[src/rtl/bam_seq_mul.sv]
// Sequential broken-array multiplier: one masked partial-product row per cycle
// through a single row adder, skipping rows removed by the horizontal cut.
module bam_seq_mul #(
    parameter int N = 8,
    parameter int H = 5,
    parameter int V = 12
) (
    input  logic           clk,
    input  logic           rst,
    input  logic           in_valid,
    output logic           in_ready,
    input  logic [N-1:0]   a,
    input  logic [N-1:0]   b,
    input  logic           exact,
    output logic           out_valid,
    input  logic           out_ready,
    output logic [2*N-1:0] out
);

    // Handshakes: a transfer happens on a rising edge where valid && ready;
    // in_ready is high only in IDLE, out_valid only in DONE, and out (the
    // accumulator) is held stable while out_valid waits for out_ready.

    localparam int RW = $clog2(N + 1);
    // Start row for approximate mode; a cut at or beyond N leaves no rows.
    localparam logic [RW-1:0] H_ROW    = (H >= N) ? RW'(N) : RW'(H);
    localparam logic [RW-1:0] LAST_ROW = RW'(N - 1);

    typedef enum logic [1:0] {
        IDLE = 2'd0,
        RUN  = 2'd1,
        DONE = 2'd2
    } state_e;

    state_e           state_q, state_d;
    logic [N-1:0]     a_q, a_d;
    logic [N-1:0]     b_q, b_d;
    logic             exact_q, exact_d;
    logic [2*N-1:0]   acc_q, acc_d;
    logic [RW-1:0]    row_q, row_d;

    logic [N-1:0]     mask;
    logic             b_bit;
    logic [2*N-1:0]   addend;

    // Row mask keeps column i when i+row reaches the vertical cut.
    always_comb begin
        mask  = '0;
        b_bit = 1'b0;
        for (int i = 0; i < N; i++) begin
            mask[i] = exact_q || ((i + int'(row_q)) >= V);
            if (row_q == RW'(i)) begin
                b_bit = b_q[i];
            end
        end
        addend = {{N{1'b0}}, a_q & mask} << row_q;
    end

    always_comb begin
        state_d = state_q;
        a_d     = a_q;
        b_d     = b_q;
        exact_d = exact_q;
        acc_d   = acc_q;
        row_d   = row_q;
        case (state_q)
            IDLE: begin
                if (in_valid) begin
                    a_d     = a;
                    b_d     = b;
                    exact_d = exact;
                    acc_d   = '0;
                    if (exact) begin
                        row_d   = '0;
                        state_d = RUN;
                    end else begin
                        row_d   = H_ROW;
                        state_d = (H < N) ? RUN : DONE;
                    end
                end
            end
            RUN: begin
                if (b_bit) begin
                    acc_d = acc_q + addend;
                end
                row_d = row_q + RW'(1);
                if (row_q == LAST_ROW) begin
                    state_d = DONE;
                end
            end
            DONE: begin
                if (out_ready) begin
                    state_d = IDLE;
                end
            end
            default: state_d = IDLE;
        endcase
    end

    always_ff @(posedge clk or posedge rst) begin
        if (rst) begin
            state_q <= IDLE;
            a_q     <= '0;
            b_q     <= '0;
            exact_q <= 1'b0;
            acc_q   <= '0;
            row_q   <= '0;
        end else begin
            state_q <= state_d;
            a_q     <= a_d;
            b_q     <= b_d;
            exact_q <= exact_d;
            acc_q   <= acc_d;
            row_q   <= row_d;
        end
    end

    assign in_ready  = (state_q == IDLE);
    assign out_valid = (state_q == DONE);
    assign out       = acc_q;

endmodule

[config.mk]
export PLATFORM = sky130hd
export DESIGN_NAME = bam_seq_mul
export DESIGN_NICKNAME = d
export VERILOG_FILES = /design/src/rtl/bam_seq_mul.sv
export SDC_FILE = /design/constraint.sdc
export NUM_CORES = 1
export LEC_CHECK = 0
export CAP_MARGIN = 10
export CELL_PAD_IN_SITES_DETAIL_PLACEMENT = 1
export CELL_PAD_IN_SITES_GLOBAL_PLACEMENT = 2
export CORE_MARGIN = 5
export CORE_UTILIZATION = 37
export DETAILED_ROUTE_END_ITERATION = 8
export GPL_ROUTABILITY_DRIVEN = 0
export PLACE_DENSITY = 0.88
export SYNTH_ARGS = -nofsm -noshare
export SYNTH_HDL_FRONTEND = slang
export SYNTH_SLANG_ARGS = --single-unit
export TNS_END_PERCENT = 1
[constraint.sdc]
create_clock -name clk -period 6.21 [get_ports clk]
set_input_delay 1.5525 -clock clk [delete_from_list [all_inputs] [get_ports clk]]
set_output_delay 1.5525 -clock clk [all_outputs]
set_load 0.05 [all_outputs]
# == After elaboration in Yosys (flattened, before gate mapping) ==
# Index checks and enable logic that the tools add are counted.
# word_totals
register_bits,39
# classes
reduce_logical,15
bitwise_logic,1
n_lt_le_gt_ge,8
eq_ne,13
mux,18
shifts,1
add_sub_neg,9
# op_table
op,count
>= comparator 5 x 4 -> 1 bit (second input constant),7
two-way mux 16 bit,2
case mux 16 bit (2 select lines),1
adder 3 x 4 -> 5 bit (first input constant),4
adder 16 bit,1
== test 4 x 3 -> 1 bit (second input constant),4
<< shifter 8 x 4 -> 16 bit,1
adder 2 x 4 -> 5 bit (first input constant),2
bitwise AND 8 bit,1
== test 4 x 2 -> 1 bit (second input constant),2
logical OR 1 bit,8
two-way mux 1 bit,8
case mux 4 bit (2 select lines),1
two-way mux 2 bit,3
!= test 2 bit (second input constant),3
case mux 2 bit (3 select lines),1
AND reduction 3 bit,2
adder 1 x 4 -> 5 bit (first input constant),1
adder 4 x 1 -> 4 bit (second input constant),1
== test 4 x 1 -> 1 bit (second input constant),1
>= comparator 4 bit (second input constant),1
zero test 4 bit,1
two-way mux 4 bit,1
AND reduction 2 bit,2
6 further kinds,6

# == Logic depth before layout (Yosys ltp) ==
# logic_depth
ltp_word,11
depth_mapped,16

# == Worst setup path after synthesis ==
# OpenSTA, ideal clock, no wires.
# synth_path
path_type,reg2reg
from,reg row_q[1]
to,"reg acc_q[15], in the netlist out[15]"
setup_ns,0.089
path_slack_ns,2.135
t_arrival_ns,3.986
path_buffers,1
t_required_ns,6.121
stages_incl_launch_ff,16
cell_sequence,dfrtp_1 buf_2 inv_2 ha_1 nor2_1 a222oi_1 nand3_1 mux4_2 a211oi_2 ha_1 a2111oi_2 o21ai_1 a41oi_2 a211oi_1 or4b_1 o211ai_1
# synth_via
elab_chain_len,11
word_cells_on_any_way,46
# synth_lines
item,line,rtl
from (decl),40,"logic [RW-1:0] row_q, row_d;"
from (signal assigned),114,row_q <= row_d;
"parallel branches: the longest is 11 deep, another holds adder 16 bit",n/a,
to (signal assigned),106,acc_q <= '0;
to (signal assigned),113,acc_q <= acc_d;
to (decl),39,"logic [2*N-1:0] acc_q, acc_d;"
# Parallel ways; which one is timed is not known. The select of a mux whose other input is x is not followed.
# A chain may end at the register's enable or synchronous reset.

# == Worst setup path in the final report ==
# layout_path
from,reg row_q[0]
to,"reg acc_q[15], in the netlist out[15]"
# Same word-level chain as after synthesis.

==> impl_metrics.ini <==
[layout]
final_cell_mix = dfrtp_1 (39), clkdlybuf4s50_1 (38), o21ai_0 (29)
nets = 434
fin_area_um2 = 3709
syn_to_final_growth_pct = 16.92
drive_above_1_share_pct = 10.59
postLayoutCoreUtil_pct = 44.69
diodes = 0
final_common_cell = dfrtp_1

[synth]
synth_edf_count = 0
syn-mean-instance-area_um2 = 8.860
synth.area.mux_share_pct = 7.692
synth_top_area_share_pct = 30.77
yosysTopAreaCell = dfrtp_1
synth-compound-area-share_pct = 26.19
ys_seq_area_share_pct = 30.77
synth_fa_ha_area_share_pct = 10.89
synth_cells = 358
synth_seq_cells = 39
synth_ff_type = dfrtp_1
async_flop_share_pct = 100.0
syn_nets = 406
synth_top_family_by_area = compound AO/OA/AOI/OAI gates
synth_simple_gate_area_share_pct = 15.38
ys_types = 64
ys_top_cells_by_area = dfrtp_1 (31%), ha_1 (10%), mux2_2 (6.0%)
synthXorXnorAreaFrac_pct = 4.142
yosys_warnings = 0
netlist_area_um2 = 3172

[routing]
wl_mm = 9.298
num_vias = 2855
first_iter_violations = 145
routedWlPerCell_um = 18.90
ant_nets = 0
first_pass_iters = 6
via_per_inst = 5.803
drc = 0

[sta]
rsz0062_at_grt = no
worst_pin_slew_ps = 881.8
fmax_mhz = 203.6
setup_viol = 0
fin_setup_tns_ps = 0
slew_viol_final = 0
finalCritPeriodShare_pct = 79.11
slew_headroom_pct = 41.22
fin_crit_ps = 4913
fin_skew_ps = 6.689
finalHoldViolCount = 0

[floorplan]
die_h_um = 102.6
coreArea_um2 = 8299
start_util_pct = 38.22
ioPinCount = 39
die_area_um2 = 10520
rows = 33
die_w_um = 102.6

[global_routing]
grt_pass1_wl_mm = 15.48
grt_overflow = 0
track_usage_pct = 18.65
antenna_found_initial = 0
grt_pass1_vias = 3015
grt_start_max_net_pins = 40

[pwr]
intPower_mw = 1.000
leakagePower_nw = 1.592
pwr-share-comb_pct = 65.3
clkPwrFrac_pct = 9.0
power.switching_mw = 1.144
swShare_pct = 53.36
seq_power_share_pct = 25.7
vdd_ir_drop_max_uv = 224.7
powerDensity_nw_per_um2 = 578.1

[setup_path]
crit_path_start_kind = flip-flop
crit_path_frequent_cell = ha_1
critPathKind = reg2reg
arrival_ps = 5150
cp-end-kind = flip-flop
crit_required_ps = 6450
critPathMaxStageDelay_ps = 930
reg2reg_slack_ps = 1300
crit_fanout = 30
cp_cell_sequence = inv_1 > ha_1 > a222oi_1 > nand3_1 > mux4_2 > a211oi_2 > ha_1 > a2111oi_2 > o21ai_1 > a41oi_2 > a211oi_1 > or4b_1 > o211ai_1
critPathBufInv = 1
crit_family = compound AO/OA/AOI/OAI gates
critPathSlowestCell = dfrtp_1

[place]
numPortBuffers = 38
post_dp_cell_area_um2 = 3616
post-dp-hpwl_mm = 7.044

[outcome]
status = completed

[clocking]
clock_path_buffers = 2
cts_made_buffers = 5
cts_setup_buffers = 0
cts_root_buf = clkbuf_8
cts.sinks = 39
cts.clk_slew.worst_paths_ps = 90
clk_latency_ps = 320
htree_levels = 2
tritoncts = done
cts_resized = 0
hold_buffers = 0

[run]
maxCapViolCount = 0

[worst_hold_path]
hp-class = reg2reg
-- state kept, by name, indices dropped and copies added, names as in the netlist --
register  count
state_q       2
row_q         4
exact_q       1
b_q           8
out          16
a_q           8
-- power by group through the flow --
stage	sequential, mW	clock, mW	combinational (mW)
after floorplan	0.528	0	1.04
after global placement	0.548	0	1.35
after detailed placement	0.555	0	1.39
after CTS	0.550	0.196	1.40
after global routing	0.570	0.209	1.54
final	0.551	0.192	1.40
-- final timing paths --
kind,start,endpoint,depth (start not counted)
max in group asynchronous,rst,row_q[3],3
setup reg to reg,row_q[0],out[15],13
hold / removal,b_q[6],b_q[6],1
min in group asynchronous,rst,out[13],3
setup / recovery,row_q[0],out[15],13
hold reg to reg,b_q[6],b_q[6],1
-- through the flow --
step	std cells	hold WS (ps)	worst slack [ps]	power, mW
floorplan	358	472.8	2135	1.567
global placement	484	491.1	1570	1.899
detailed placement	484	500.8	1325	1.946
CTS	492	520.6	1343	2.148
global route	492	536.8	1030	2.321
finish	492	516.6	1297	2.144
-- synthesized netlist by cell type (2+ instances only) --
library cell   n
nand3_1       17
a221oi_1       2
dfrtp_1       39
o211a_1        2
xor2_1        12
o311ai_0       2
and3_1         5
o211ai_1       7
nand2_1       27
o21ai_1        2
clkbuf_1       9
a211oi_1       5
inv_1         14
mux2i_1        3
a21o_1         6
mux2_2        17
a31o_2         3
inv_2          2
xnor2_1        3
and2_1         2
a311oi_1       2
a21oi_1       19
a32o_1         2
nor3_1         4
o21a_1         5
o21ai_0       29
nand2b_1       5
nor2b_1        6
a222oi_1       2
nor2_1        22
ha_1          26
o31ai_1        3
o22ai_1       11
o41ai_1        2
o21bai_1       2
a31oi_1        3
nor4_1         3
buf_2          7
-- layer usage --
metal,up-vias,part of all wire (%),track usage (%)
li1,1386,-,-
met1,1408,49,26.01
met2,52,47,30.39
met3,9,3.8,2.706
met4,0,1.0,4.642
met5,-,0,0
-- cell type report --
cell class | instances | area (um2)
well taps | 105 | 131.4
clock inverters | 3 | 23.77
repair buffers | 41 | 402.9
fillers | 969 | 4591
inverters | 16 | 60.06
multi-input cells | 283 | 2046
flip-flops and latches | 39 | 975.9
clock buffers | 5 | 68.82
-- kinds of logic after synthesis --
group                      after synthesis
AOI/OAI and AO/OA                      121
and+or+nand+nor                         99
DFF                                     39
buffers and inverters                   36
adders and majority gates               27
muxes                                   21
xor gates and xnor gates                15
Power figures use the tool's default switching activity.
